<file path="config.mk">
export PLATFORM = sky130hd
export DESIGN_NAME = process_scheduler
export DESIGN_NICKNAME = d
export VERILOG_FILES = /design/src/rtl/process_scheduler.sv
export SDC_FILE = /design/constraint.sdc
export NUM_CORES = 1
export LEC_CHECK = 0
export CORE_ASPECT_RATIO = 0.9
export CORE_MARGIN = 4
export CORE_UTILIZATION = 35
export CTS_CLUSTER_DIAMETER = 120
export DETAILED_ROUTE_END_ITERATION = 8
export PLACE_DENSITY_LB_ADDON = 0.1
export SLEW_MARGIN = 20
export SYNTH_ARGS = -nofsm -noshare
export SYNTH_HDL_FRONTEND = slang
export SYNTH_SLANG_ARGS = --single-unit
</file>
<file path="constraint.sdc">
create_clock -name clock -period 3.2 [get_ports clock]
set_clock_uncertainty 0.1 [all_clocks]
set_input_delay 0.64 -clock clock [delete_from_list [all_inputs] [get_ports clock]]
set_output_delay 0.64 -clock clock [all_outputs]
set_load 0.02 [all_outputs]
</file>
<file path="src/rtl/process_scheduler.sv">
// Round-robin process table with a retired-instruction quantum counter and context-switch PC delivery.
// Optional per-slot retired-instruction statistics are compiled in when SCHED_STATS_EN is defined.
module process_scheduler #(
   parameter int NUM_PROC = 4,
   parameter int PID_W    = 2,
   parameter int PC_W     = 32,
   parameter int QUANTUM  = 16,
   parameter int CNT_W    = 8
) (
   input  logic             clock,
   input  logic             reset,
   input  logic             load_we,
   input  logic [PID_W-1:0] load_pid,
   input  logic [PC_W-1:0]  load_pc,
   input  logic             start,
   input  logic             step,
   input  logic [PC_W-1:0]  pc_atual,
   input  logic             io_req,
   input  logic             fim_req,
   input  logic             io_done,
   input  logic [PID_W-1:0] io_done_pid,
   output logic             troca_contexto,
   output logic [PC_W-1:0]  pc_novo,
   output logic [PID_W-1:0] processo_atual,
   output logic             ocioso,
   output logic             todos_fim
`ifdef SCHED_STATS_EN
   ,
   input  logic [PID_W-1:0] stat_pid,
   output logic [31:0]      stat_count
`endif
);

   typedef enum logic [1:0] {SL_EMPTY, SL_READY, SL_BLOCKED, SL_FINISHED} slot_t;
   typedef enum logic [2:0] {S_IDLE, S_SELECT, S_SWITCH, S_RUN, S_WAIT, S_DONE} state_t;

   state_t              r_state;
   slot_t               r_slot [NUM_PROC];
   logic [PC_W-1:0]     r_pc   [NUM_PROC];
   logic [CNT_W-1:0]    r_cnt;
   logic                r_started;

   logic [NUM_PROC-1:0] w_wake;
   logic [NUM_PROC-1:0] w_ready;
   logic [NUM_PROC-1:0] w_blocked;
   int                  w_base;
   logic                w_found;
   logic [PID_W-1:0]    w_sel;
   logic [PC_W-1:0]     w_sel_pc;
   logic                w_run_step;
   logic                w_expire;
   logic [PC_W-1:0]     w_pc_next;

   // A same-cycle io_done already counts as READY for the search and for leaving WAIT.
   always_comb begin
      for (int i = 0; i < NUM_PROC; i++) begin
         w_wake[i]    = io_done && (io_done_pid == PID_W'(i)) && (r_slot[i] == SL_BLOCKED);
         w_ready[i]   = (r_slot[i] == SL_READY) || w_wake[i];
         w_blocked[i] = (r_slot[i] == SL_BLOCKED) && !w_wake[i];
      end
   end

   always_comb begin
      w_base  = r_started ? ((int'(processo_atual) + 1) % NUM_PROC) : 0;
      w_found = 1'b0;
      w_sel   = '0;
      for (int k = 0; k < NUM_PROC; k++) begin
         for (int j = 0; j < NUM_PROC; j++) begin
            if (!w_found && w_ready[j] && (((w_base + k) % NUM_PROC) == j)) begin
               w_found = 1'b1;
               w_sel   = PID_W'(j);
            end
         end
      end
   end

   assign w_sel_pc   = r_pc[w_sel];
   assign w_run_step = (r_state == S_RUN) && step;
   assign w_expire   = (r_cnt == CNT_W'(QUANTUM - 1));
   assign w_pc_next  = pc_atual + PC_W'(1);

   always_ff @(posedge clock or negedge reset) begin
      if (!reset) begin
         r_state        <= S_IDLE;
         r_cnt          <= '0;
         r_started      <= 1'b0;
         troca_contexto <= 1'b0;
         pc_novo        <= '0;
         processo_atual <= '0;
         ocioso         <= 1'b0;
         todos_fim      <= 1'b0;
         for (int i = 0; i < NUM_PROC; i++) begin
            r_slot[i] <= SL_EMPTY;
            r_pc[i]   <= '0;
         end
      end else begin
         troca_contexto <= 1'b0;
         // Later assignments win: a block of the running slot overrides an io_done for it.
         for (int i = 0; i < NUM_PROC; i++) begin
            if (w_wake[i])
               r_slot[i] <= SL_READY;
            if ((r_state == S_IDLE) && load_we && (load_pid == PID_W'(i))) begin
               r_slot[i] <= SL_READY;
               r_pc[i]   <= load_pc;
            end
            if (w_run_step && (processo_atual == PID_W'(i))) begin
               if (fim_req) begin
                  r_slot[i] <= SL_FINISHED;
               end else if (io_req) begin
                  r_slot[i] <= SL_BLOCKED;
                  r_pc[i]   <= w_pc_next;
               end else if (w_expire) begin
                  r_pc[i]   <= w_pc_next;
               end
            end
         end

         case (r_state)
            S_IDLE: begin
               if (start && (|w_ready))
                  r_state <= S_SELECT;
            end
            S_SELECT: begin
               if (w_found) begin
                  processo_atual <= w_sel;
                  pc_novo        <= w_sel_pc;
                  troca_contexto <= 1'b1;
                  r_started      <= 1'b1;
                  r_state        <= S_SWITCH;
               end else if (|w_blocked) begin
                  ocioso  <= 1'b1;
                  r_state <= S_WAIT;
               end else begin
                  todos_fim <= 1'b1;
                  r_state   <= S_DONE;
               end
            end
            S_SWITCH: begin
               r_cnt   <= '0;
               r_state <= S_RUN;
            end
            S_RUN: begin
               if (step) begin
                  if (fim_req || io_req || w_expire)
                     r_state <= S_SELECT;
                  else
                     r_cnt <= r_cnt + CNT_W'(1);
               end
            end
            S_WAIT: begin
               if (|w_wake) begin
                  ocioso  <= 1'b0;
                  r_state <= S_SELECT;
               end
            end
            S_DONE:  r_state <= S_DONE;
            default: r_state <= S_IDLE;
         endcase
      end
   end

`ifdef SCHED_STATS_EN
   logic [31:0] r_stat [NUM_PROC];

   always_ff @(posedge clock or negedge reset) begin
      if (!reset) begin
         for (int i = 0; i < NUM_PROC; i++)
            r_stat[i] <= '0;
      end else begin
         for (int i = 0; i < NUM_PROC; i++) begin
            if (w_run_step && (processo_atual == PID_W'(i)) && (r_stat[i] != 32'hFFFF_FFFF))
               r_stat[i] <= r_stat[i] + 32'd1;
         end
      end
   end

   always_comb begin
      stat_count = '0;
      for (int i = 0; i < NUM_PROC; i++) begin
         if (stat_pid == PID_W'(i))
            stat_count = r_stat[i];
      end
   end
`endif

endmodule

</file>
## Word-level counts from Yosys, hierarchy flattened

Cells that the tools add are included.

- Register bits after elaboration: 185
- Bits of input ports: 76
- Output and inout port bits: 37
- Word-level logic and storage cells: 266

- Add/subtract/negate cells: 6
- $lt $le $gt $ge: 1
- Eq/ne operators: 42
- Mux-type cells: 91
- Bitwise logic cells: 8
- Reductions and logical operators: 102

Operators by type and width:

| cell | number |
|---|---|
| two-way mux 32 bit | 23 |
| zero test 32 bit | 4 |
| two-way mux 2 bit | 34 |
| adder 32 x 3 -> 32 bit, second input constant | 2 |
| binary-select mux 32 bit (select 2 bit) | 1 |
| logical AND 1 bit | 54 |
| adder 32 x 1 -> 32 bit, second input constant | 1 |
| adder 32 x 2 -> 32 bit, second input constant | 1 |
| equality test 3 bit, second input constant | 10 |
| two-way mux 1 bit | 23 |
| equality test 2 bit, second input constant | 10 |
| zero test 1 bit | 19 |
| equality test 3 x 2 -> 1 bit, second input constant | 6 |
| case mux 3 bit (6 select lines) | 1 |
| two-way mux 8 bit | 2 |
| case mux 8 bit (2 select lines) | 1 |
| two-way mux 3 bit | 5 |
| equality test 2 x 1 -> 1 bit, second input constant | 7 |
| OR reduction 4 bit | 3 |
| inequality test 2 bit, second input constant | 5 |
| OR reduction 2 bit | 5 |
| adder 8 x 1 -> 8 bit, second input constant | 1 |
| equality test 8 x 4 -> 1 bit, second input constant | 1 |
| AND reduction 4 bit | 2 |
| other kinds (15) | 29 |

## Longest topological paths before layout

Gate-level depths: netlist of run 1.

- Depth in word-level cells: 73
- Gate-level depth with buffers: 12

## Worst setup path before layout of run 1

OpenSTA, ideal clock, no wires.

- Kind: reg2reg
- Start point: register processo_atual[0]
- End point: register pc_novo[10]
- Setup time: 124 ps
- Arrival: 2,940 ps
- Required time: 2,976 ps
- Setup slack: 36 ps
- Stages on the path, launching flop included: 12
- Buffers on the path: 2
- Path through: dfrtp_1 -> clkbuf_1 -> inv_1 -> ha_1 -> and3_1 -> a2bb2o_4 -> a311oi_2 -> o2111ai_2 -> o21ai_4 -> clkbuf_1 -> a2111oi_0 -> a211o_1

- Cells in the longest elaborated chain, start to end: 72
- Elaborated cells between the ends (all ways): 113
- Classes of those cells: add/sub (4); eq/ne (12); mux (35); bitwise (6); reduce/logical (56)

RTL lines:

| item | line | text |
|---|---|---|
| from (decl) | 24 | `output logic [PID_W-1:0] processo_atual,` |
| from (signal assigned) | 125 | `processo_atual <= w_sel;` |
| adder 2 x 1 -> 2 bit (*) | 64 | `w_base = r_started ? ((int'(processo_atual) + 1) % NUM_PROC) : 0;` |
| OR reduction 2 bit (no line) | n/a |  |
| AND 1 bit (no line) | n/a |  |
| two-way mux 32 bit (*) | 64 |  |
| AND 1 bit (no line) | n/a |  |
| zero test 32 bit | 69 | `if (!w_found && w_ready[j] && (((w_base + k) % NUM_PROC) == j)) begin` |
| logical AND 1 bit | 69 |  |
| two-way mux 1 bit | 69 |  |
| [... 53 more ...] | n/a |  |
| logical AND 1 bit (2 in series) | 69 |  |
| two-way mux 1 bit | 69 |  |
| zero test 1 bit | 69 |  |
| logical AND 1 bit (2 in series) | 69 |  |
| two-way mux 2 bit | 69 |  |
| NOT 2 -> 3 bit (not written as such) | 77 | `assign w_sel_pc = r_pc[w_sel];` |
| binary-select mux 32 bit (select 2 bit) | 77 |  |
| two-way mux 32 bit (not written as such) (2 in series) | 77 |  |
| to (signal assigned) | 126 | `pc_novo <= w_sel_pc;` |
| to (decl) | 23 | `output logic [PC_W-1:0] pc_novo,` |

Mark *: on every way between the ends. The rest lies on a longest branch, timed or not. The select of a mux whose other input is x is not followed.
A chain may end at the register's enable or synchronous reset.

## Final worst setup path of run 1

- Start point: register processo_atual[0]
- End point: register pc_novo[6]

The elaborated chain is that of the path after synthesis.

==> metrics.md, run 1 <==
| Metric | Value |
|---|---|
| Outcome | completed |
| Syn Inst Count | 1,070 |
| Max Freq | 327.8 MHz |
| RSZ-0062 raised after global routing | no |
| Final nets | 1,285 |
| Vias in the first global route | 8,519 |
| Worst Path Max Fanout | 17 |
| Post-CTS Resized | 0 |
| CTS Root Cell | clkbuf_16 |
| Clock Path Buffers | 2 |
| Post-synth top area share | 0.4373 |
| Worst reg2reg endpoint | pc_novo[6]$_DFFE_PN0P_ |
| Max-cap viol count | 0 |
| PwrDens | 1003 nW/um2 |
| Worst path arrival time | 3330 ps |
| Avg Inst Size Synth | 9.894 um2 |
| RePlAce Congestion | 0.8041 |
| Number of antenna diodes | 0 |
| Final Total Pwr | 13.35 mW |
| Clk Latency, worst-skew pair | 450 ps |
| Drt first-iter violations | 545 |
| Sequential area share after synthesis | 0.4373 |
| Core area | 29,880 um2 |
| Most frequent cell after synthesis | dfrtp_1 |
| Yosys top cell by area | dfrtp_1 |
| Synth Flop Type | dfrtp_1 |
| Final Max Slew Viols | 0 |
| Asr flop ratio synth | 1.000 |
| Share of post-route cells with drive strength above 1 | 0.1423 |
| First-pass GRT wire length | 51,870 um |
| Reg2Reg Setup Slack | 150 ps |
| Top cells by count, synth | dfrtp_1 (185), nand2_1 (120), mux2i_1 (117) |
| Average wire per standard cell | 20.66 um |
| EDFF count, synth | 0 |
| Syn Nets | 1,152 |
| # rows | 60 |
| Tcrit/Tclk final | 0.9534 |
| DRC viols | 0 |
| Max-slew headroom | 0.5465 |
| Die Span X | 191.3 um |
| Layout fillers | 2,894 |
| Synth cell types | 65 |
| Top area cells in the synthesized netlist | dfrtp_1 (44%), mux2i_1 (11%), o21ai_0 (4.4%), nand2_1 (4.3%), mux2_2 (3.9%) |
| CTS Buf Count | 17 |
| Register area | 4629 um2 |
| CP Capture Type | flop |
| Die area | 33,100 um2 |
| Peak VDD IR | 0.7150 mV |
| Via density | 5.294 |
| Total gr overflow | 0 |
| Final setup vio count | 0 |
| Worst setup path end | pc_novo[6]$_DFFE_PN0P_ |
| Setup crit start | processo_atual[0]$_DFFE_PN0P_ |
| Crit path time final | 3051 ps |
| Clk slew on worst S/H paths | 70 ps |
| Post-DRT Antenna Nets | 0 |
| DR pass1 iterations | 7 |
| Pleak | 6.036 nW |
| Detailed-route via count | 8,571 |
| Worst-margin pin slew | 680.2 ps |
| Critical path type | flop to flop |
| Routed WL | 33,450 um |
| Hold crit path type | input port to async pin |
| H-tree Lvls | 4 |
| Area occupied by multi-input gates | 5659 um2 |
| Number of synthesized register bits | 185 |
| P&R area growth vs syn | 25.67% |
| Worst Path Required | 3480 ps |
| Worst R2R Path Depth | 11 |
| CTS tree | done |
| Die height | 173.0 um |
| Clock sink count | 185 |
| Ys Warns | 0 |
| Core Util, Final | 0.4453 |
| Endpoints failing hold | 0 |
| Largest net degree at the start of global routing | 73 |
| Total Routing Usage GR | 0.2020 |
| Initial antenna violation count | 1 |
| Dpl hpwl | 21,280 um |
| Hold_buf cts | 0 |
| Startpoint types | flop |
| Initial core utilization | 0.3543 |
| Netlist Area Pre-Place | 10,590 um2 |
| Setup bufs post-CTS | 0 |
| # IOs | 113 |
| Port Buffers | 112 |
| Worst r2r src | processo_atual[0]$_DFFE_PN0P_ |
layout by cell type (no fill, tap or decap), types with 32 or more instances in the layout:
cell type	instances
dfrtp_1	185
nand2_1	120
mux2i_1	117
clkdlybuf4s50_1	111
o21ai_0	94
nor2_1	61
buf_4	57
a21oi_1	52
mux2_2	37
and2_1	34
a2111oi_0	32
a211o_1	32
logic make-up after synthesis:
logic type               after synthesis  share of synthesized area
flip-flops                           185                     0.4373
AO/OA/AOI/OAI                        257                     0.1617
AND/OR/NAND/NOR                      321                     0.1480
multiplexers                         183                     0.1808
XOR/XNOR                              37                    0.03061
buffers and inverters                 81                    0.03451
adder cells (fa/ha/maj)                6                   0.007091
flip-flops by register name (all words and copies together), names as in the netlist:
signal          cells
todos_fim           1
r_state             3
r_slot              8
r_cnt               8
pc_novo            32
r_started           1
ocioso              1
r_pc              128
troca_contexto      1
processo_atual      2
layer usage:
metal  share of wire  vias up  track usage
met5         0.00039        -            0
met2            0.47      189       0.3203
li1                -     4120            -
met3           0.043       21      0.03512
met1            0.48     4239       0.2918
met4           0.011        2      0.04039
layout make-up:
class	instances	area share
multi-input combinational	804	0.4254
clock inverter	13	0.007430
timing repair buffer	188	0.1453
sequential	185	0.3480
inverter	7	0.001975
clock buffer	19	0.03404
tap	403	0.03790
worst min path at each step:
stage / startpoint / to / slack [ps] / cells after the start
2_1_floorplan: reset / ocioso$_DFFE_PN0P_ / 240 / 0
3_3_place_gp: todos_fim$_DFFE_PN0P_ / todos_fim$_DFFE_PN0P_ / 360 / 1
3_5_place_dp: todos_fim$_DFFE_PN0P_ / todos_fim$_DFFE_PN0P_ / 370 / 1
4_1_cts: reset / todos_fim$_DFFE_PN0P_ / 120 / 1
5_1_grt: reset / r_state[0]$_DFFE_PN0P_ / 140 / 1
6_report: reset / ocioso$_DFFE_PN0P_ / 110 / 1
worst max-delay path, cell delays in order (launching register included):
cell	delay, ps
dfrtp_1	350
inv_1	60
ha_1	400
and3_1	230
a2bb2o_4	210
a311oi_2	230
o2111ai_2	180
buf_4	190
or3b_4	400
a21oi_4	260
buf_12	210
a211o_1	140
through the flow:
step	hold slack (ps)	TNS, ps	instance area, um2	setup slack, ps	instances
6_report	105.6	0	13300	149.3	1619
3_3_place_gp	357.1	-5611	12750	-196.7	1587
4_1_cts	124.7	0	13300	144.8	1619
3_5_place_dp	370.2	-5936	12750	-212.3	1587
2_1_floorplan	244.4	0	10590	36.36	1070
5_1_grt	140.8	0	13300	21.72	1619
power breakdown:
part	switching [mW]	leakage [nW]	internal, mW
logic	3.79	3.50	3.46
clock network	1.01	0.254	1.04
registers	0.642	2.29	3.41
total	5.44	6.04	7.91
No activity file was read; power rests on OpenSTA's default activity.
==> run 2: changes to the inputs <==
- ABC_CLOCK_PERIOD_IN_PS: unset -> 2700
- clock period: 3.2 -> 2.7 ns (I/O delays scaled with it)
==> run 2 against run 1 <==
  * The run now ends with negative hold slack, negative setup slack left
  * Non-clock buffer count grew 81
  * Sequential power rose by 18%
  * Cell area is 6.9% higher
  * First-iteration DRC count up 2.0%
  * Register-to-register slack worse by 260 ps
  * Worst setup slack worse by 260 ps
  * Clock power is 21% higher
  * Core utilization up 3.1 points
  * Via count grew 2.8%
  * Critical path depth increased by 1
  * Global-route usage rose by 0.39 points
  * Largest power group unchanged
==> metrics.md, run 2 (synthesized netlist as in run 1, its figures left out) <==
| Metric | Value |
|---|---|
| Outcome | complete, but fails checks |
| Failing checks | negative hold slack, negative setup slack |
| Worst path arrival time | 3040 ps (-290 ps) |
| CTS tree | done |
| Via density | 5.178 (-2.2%) |
| Clock sink count | 185 (unchanged) |
| Initial antenna violation count | 0 (-1) |
| Routed WL | 34,090 um (+1.9%) |
| Final Total Pwr | 17.20 mW (+29%) |
| Tcrit/Tclk final | 1.042 (+0.08862) |
| # IOs | 113 (unchanged) |
| Hold_buf cts | 0 (unchanged) |
| First-pass GRT wire length | 53,270 um (+2.7%) |
| Worst reg2reg endpoint | pc_novo[25]$_DFFE_PN0P_ |
| PwrDens | 1209 nW/um2 (+21%) |
| Crit path time final | 2813 ps (-237.4 ps) |
| DRC viols | 0 (unchanged) |
| Post-DRT Antenna Nets | 0 (unchanged) |
| Pleak | 6.528 nW (+8.2%) |
| Top flop regs | r_pc (128), pc_novo (32) |
| Detailed-route via count | 8,808 (+2.8%) |
| Total Routing Usage GR | 0.2059 (+0.003869) |
| Reg2Reg Setup Slack | -110 ps (-260 ps) |
| Clk Latency, worst-skew pair | 440 ps (about the same) |
| Core area | 29,880 um2 (unchanged) |
| Worst Path Required | 2930 ps (-550 ps) |
| Clock Path Buffers | 2 (unchanged) |
| Critical path type | flop to flop |
| Die Span X | 191.3 um (unchanged) |
| CTS Root Cell | clkbuf_16 |
| Final setup vio count | 32 (+32) |
| H-tree Lvls | 4 (unchanged) |
| P&R area growth vs syn | 34.39% |
| Hold crit path type | input port to async pin |
| RSZ-0062 raised after global routing | yes |
| Startpoint types | flop |
| Endpoints failing hold | 4 (+4) |
| Peak VDD IR | 0.6846 mV (-4.2%) |
| Total gr overflow | 0 (unchanged) |
| Worst-margin pin slew | 786.7 ps (+106.4 ps) |
| Vias in the first global route | 8,935 (+4.9%) |
| Core Util, Final | 0.4762 (+0.03091) |
| Final Max Slew Viols | 0 (unchanged) |
| # rows | 60 (unchanged) |
| Max-slew headroom | 0.4745 (-0.07204) |
| Final WS setup | -113.3 ps (-262.6 ps) |
| Dpl hpwl | 22,650 um (+6.4%) |
| Share of post-route cells with drive strength above 1 | 0.2057 (+0.06343) |
| Number of antenna diodes | 0 (unchanged) |
| Setup crit start | processo_atual[0]$_DFFE_PN0P_ |
| Worst Path Max Fanout | 20 (+3) |
| RePlAce Congestion | 0.8498 (+5.7%) |
| Pre-CTS WS | -997.6 ps (-785.3 ps) |
| CP Capture Type | flop |
| Top reg by flops | r_pc |
| Worst r2r src | processo_atual[0]$_DFFE_PN0P_ |
| Commonest non-fill, non-tap cell in the layout | dfrtp_1 |
| Commonest non-fill, non-tap cells in the layout | dfrtp_1 (184), buf_4 (123), nand2_1 (119), mux2i_1 (117), clkdlybuf4s50_1 (108) |
| Worst setup path end | pc_novo[25]$_DFFE_PN0P_ |
| DR pass1 iterations | 5 (-2) |
| Drt first-iter violations | 556 (+2.0%) |
| Worst hold slack | -14.35 ps (-120.0 ps) |
| CTS Buf Count | 17 (unchanged) |
| Final nets | 1,367 (+6.4%) |
| Average wire per standard cell | 20.04 um (-3.0%) |
| Number of flip-flops in the largest register | 128 (unchanged) |
| Max-cap viol count | 0 (unchanged) |
| Initial core utilization | 0.3543 (unchanged) |
| Port Buffers | 112 (unchanged) |
| Die height | 173.0 um (unchanged) |
| Largest net degree at the start of global routing | 65 (-11%) |
| Clk slew on worst S/H paths | 70 ps (about the same) |
| Die area | 33,100 um2 (unchanged) |
| Worst R2R Path Depth | 12 (+1) |
| Max Freq | 355.5 MHz (+8.4%) |
## run 2: per-stage QoR
step,instances,setup TNS [ps],area (um2)
finish,1701,-3081,14230
global route,1701,-5704,14230
CTS,1700,-2528,14180
detailed placement,1657,-40960,13390
global placement,1657,-40300,13390
floorplan,1070,-1237,10660
## run 2: report_power, final
group          internal (mW)  switching, mW
Clock                   1.35           1.15
Sequential              4.05          0.717
Combinational           4.93           5.01
Total                   10.3           6.88
## run 2: routing by layer
layer | vias to the layer above | share of wire | global-route usage
met2 | 167 | 0.48 | 0.3350
met4 | 0 | 0.013 | 0.04668
met1 | 4322 | 0.48 | 0.2921
met3 | 27 | 0.033 | 0.02866
met5 | - | 0 | 0
li1 | 4292 | - | -
## run 2: cell type report
type / instances / area, um2
Clock buffer: 22 / 474.2
Clock inverter: 10 / 93.84
Fill cell: 2892 / 15650
Inverter: 7 / 31.28
Multi-Input combinational cell: 805 / 5772
Sequential cell: 185 / 4631
Tap cell: 403 / 504.2
Timing Repair Buffer: 269 / 2721
## run 2: worst max-delay path, cell delays in order (launching register included)
cell and delay, ps:
dfrtp_2 430, inv_6 70, ha_4 210, and3_4 180, a2bb2o_4 210, a311oi_2 220
o2111ai_2 180, buf_6 180, o21ai_4 160, buf_12 190, buf_16 170, a2111oi_0 80
a211o_1 290
## run 2: timing repair
action	4_1_cts	5_1_grt
setup buffers	8	1
endpoints found under the setup margin	34	38
gates cloned	3	0
gates resized for setup	23	14
pin swaps	6	0
## run 2: worst min-delay path by stage
stage,from,endpoint
after floorplan,reset,ocioso$_DFFE_PN0P_
after global placement,todos_fim$_DFFE_PN0P_,todos_fim$_DFFE_PN0P_
after detailed placement,todos_fim$_DFFE_PN0P_,todos_fim$_DFFE_PN0P_
after CTS,reset,ocioso$_DFFE_PN0P_
after global routing,reset,r_state[1]$_DFFE_PN0P_
final,reset,ocioso$_DFFE_PN0P_
==> run 3: changes to the inputs <==
- CORE_ASPECT_RATIO: 0.9 -> 0.75
- CORE_MARGIN: 4 -> 8
- HOLD_SLACK_MARGIN: unset -> 0.1
==> run 3 against run 2 <==
  * The run ends with negative setup slack left
  * Worst hold slack better by 380 ps
  * Final cell count is 1.2% lower
  * Register-to-register slack better by 90 ps
  * Sequential cell count stayed put
  * Maximum frequency is 3.2% higher
  * Sequential share of layout area is 0.42 points higher
  * Cell area is 1.3% lower
  * Clock power is 3% higher
  * Critical path type unchanged
  * Critical endpoint is now pc_novo[8]$_DFFE_PN0P_
  * Highest routed layer unchanged
==> metrics.md, run 3 (synthesized netlist as in run 1, its figures left out) <==
| Metric | Value |
|---|---|
| Highest routed layer | met4 |
| Hold crit path type | flop to flop |
| Top reg by flops | r_pc |
| Average wire per standard cell | 20.82 um (+3.9%) |
| Total Routing Usage GR | 0.1912 (-0.01469) |
| Slowest CP cell | dfrtp_2 |
| Core area | 29,940 um2 (+0.19%) |
| DR pass1 iterations | 4 (-1) |
| Worst r2r src | processo_atual[0]$_DFFE_PN0P_ |
| DRC viols | 0 (unchanged) |
| Detailed-route via count | 8,866 (+0.66%) |
| Worst hold slack | 368.5 ps (+382.9 ps) |
| Initial core utilization | 0.3536 (-0.0006664) |
| Largest net degree at the start of global routing | 65 (unchanged) |
| Worst-margin pin slew | 797.7 ps (+10.99 ps) |
| Max Freq | 366.7 MHz (+3.2%) |
| Share of post-route cells with drive strength above 1 | 0.2005 (-0.005233) |
| # IOs | 113 (unchanged) |
| Crit-path max cell delay | 430 ps (about the same) |
| Die height | 166.6 um (-3.7%) |
| Hold path cells | 1 |
| Worst path arrival time | 2950 ps (-90 ps) |
| Via density | 5.274 (+1.9%) |
| Die area | 36,130 um2 (+9.1%) |
| Worst Path Required | 2920 ps (about the same) |
| Final Total Pwr | 16.79 mW (-2.4%) |
| TNS Setup | -252.2 ps (+2829 ps) |
| Layout fillers | 2,818 (-2.6%) |
| Worst Path Max Fanout | 5 (-75%) |
| Tcrit/Tclk final | 1.010 (-0.03202) |
| Max-slew headroom | 0.4671 (-0.007341) |
| CP Capture Type | flop |
| P&R area growth vs syn | 32.70% |
| Clock Path Buffers | 2 (unchanged) |
| Drt first-iter violations | 581 (+4.5%) |
| Final WS setup | -26.87 ps (+86.46 ps) |
| Outcome | complete, but fails checks |
| Vias in the first global route | 8,799 (-1.5%) |
| Crit path time final | 2727 ps (-86.46 ps) |
| Clk Latency, worst-skew pair | 440 ps (about the same) |
| # rows | 55 (-8.3%) |
| Final nets | 1,351 (-1.2%) |
| Met3 routed wirelength | 1394 um (+25%) |
| RSZ-0062 raised after global routing | yes |
| Worst reg2reg endpoint | pc_novo[8]$_DFFE_PN0P_ |
| Worst-path cell chain | inv_6 > ha_4 > and3_4 > a2bb2o_4 > a311oi_2 > o2111ai_4 > o21ai_4 > buf_12 > a21oi_4 > buf_6 > clkbuf_16 > a211o_1 |
| CTS tree | done |
| Number of flip-flops in the largest register | 128 (unchanged) |
| Met1 wire length | 17,770 um (+9.2%) |
| Worst R2R Path Depth | 12 (unchanged) |
| Pleak | 6.463 nW (-1.0%) |
| Commonest non-fill, non-tap cells in the layout | dfrtp_1 (183), nand2_1 (119), mux2i_1 (117), buf_4 (115), clkdlybuf4s50_1 (108) |
| Die Span X | 216.8 um (+13%) |
| Peak VDD IR | 0.7068 mV (+3.2%) |
| Startpoint types | flop |
| Post-DRT Antenna Nets | 0 (unchanged) |
| Clock sink count | 185 (unchanged) |
| Routed WL | 35,000 um (+2.7%) |
| Endpoints failing hold | 0 (-4) |
| CTS Buf Count | 17 (unchanged) |
| H-tree Lvls | 4 (unchanged) |
| Total gr overflow | 0 (unchanged) |
| CP bufs+invs | 4 (unchanged) |
| Failing checks | negative setup slack |
| Number of antenna diodes | 0 (unchanged) |
| Final Max Slew Viols | 0 (unchanged) |
| Critical path type | flop to flop |
| Final setup vio count | 24 (-25%) |
| Core Util, Final | 0.4693 (-0.006873) |
| Port Buffers | 112 (unchanged) |
| PwrDens | 1195 nW/um2 (-1.1%) |
| Largest delay share family, worst path | compound AO/OA/AOI/OAI gates |
| Dpl hpwl | 23,280 um (+2.8%) |
| RePlAce Congestion | 0.8124 (-4.4%) |
| Clk slew on worst S/H paths | 70 ps (about the same) |
| CTS Root Cell | clkbuf_16 |
| Setup crit start | processo_atual[0]$_DFFE_PN0P_ |
| Max-cap viol count | 0 (unchanged) |
| First-pass GRT wire length | 54,210 um (+1.7%) |
| HP Start | todos_fim$_DFFE_PN0P_ |
| Top flop regs | r_pc (128), pc_novo (32) |
| Initial antenna violation count | 0 (unchanged) |
| Met2 wire len | 15,590 um (-4.1%) |
| Commonest non-fill, non-tap cell in the layout | dfrtp_1 |
| Hold EP | todos_fim$_DFFE_PN0P_ |
| Reg2Reg Setup Slack | -30 ps (+90 ps) |
run 3: changes by cell type in the layout (fill, tap and decap cells not counted), moves of 4 or more:
cell / previous run / this run
buf_12: 27 / 22
clkinvlp_4: 6 / 1
a2111oi_1: 16 / 3
a2111oi_0: 15 / 28
clkinv_2: 2 / 6
buf_4: 123 / 115
run 3: how the worst max path moves through the flow:
stage / depth (start not counted) / slack (ps) / endpoint
finish: 12 / -30 / pc_novo[8]$_DFFE_PN0P_
global route: 12 / -110 / pc_novo[8]$_DFFE_PN0P_
CTS: 11 / -30 / pc_novo[18]$_DFFE_PN0P_
detailed placement: 9 / -570 / pc_novo[16]$_DFFE_PN0P_
global placement: 9 / -510 / pc_novo[12]$_DFFE_PN0P_
floorplan: 11 / -40 / pc_novo[10]$_DFFE_PN0P_
run 3: per-layer routing:
metal | global-route usage | up-vias
met5 | 0 | -
met4 | 0.03141 | 0
met3 | 0.03331 | 17
met2 | 0.2927 | 195
met1 | 0.2820 | 4405
li1 | - | 4249
run 3: stage by stage:
| step | instances | area, um2 | setup slack, ps |
|---|---|---|---|
| after floorplan | 1070 | 10660 | -43.89 |
| after global placement | 1639 | 13230 | -510.3 |
| after detailed placement | 1639 | 13230 | -572.8 |
| after CTS | 1680 | 14000 | -27.78 |
| after global routing | 1681 | 14050 | -108.3 |
| final | 1681 | 14050 | -26.87 |
run 3: what timing repair did:
action	CTS	global route
gates cloned	2	1
resized for setup	15	10
endpoints found under the setup margin	32	41
setup buffers	6	1
endpoints found under the hold margin	58	0
hold buffers	1	0
pin swaps	0	5
run 3: power by group:
part	internal, mW	leakage [nW]	switching [mW]
Clock	1.41	0.290	1.15
Sequential	4.05	2.29	0.793
Combinational	4.56	3.89	4.82
Total	10.0	6.46	6.77
run 3: area by class of cell:
class | instances | area [um2] | share of cell area
Tap cell | 399 | 499.2 | 0.03554
Clock buffer | 20 | 456.7 | 0.03251
Inverter | 7 | 31.28 | 0.002227
Multi-Input combinational cell | 804 | 5779 | 0.4114
Sequential cell | 185 | 4632 | 0.3297
Timing Repair Buffer | 254 | 2526 | 0.1798
Clock inverter | 12 | 123.9 | 0.008817
run 3: worst register-to-register path, delay by kind of cell, from the launching register on:
family                     cells  cell delay, ps
AOI/OAI and AO/OA              6            1180
adders and majority gates      1             210
buffers and inverters          4             500
DFF                            1             430
and+or+nand+nor                1             180
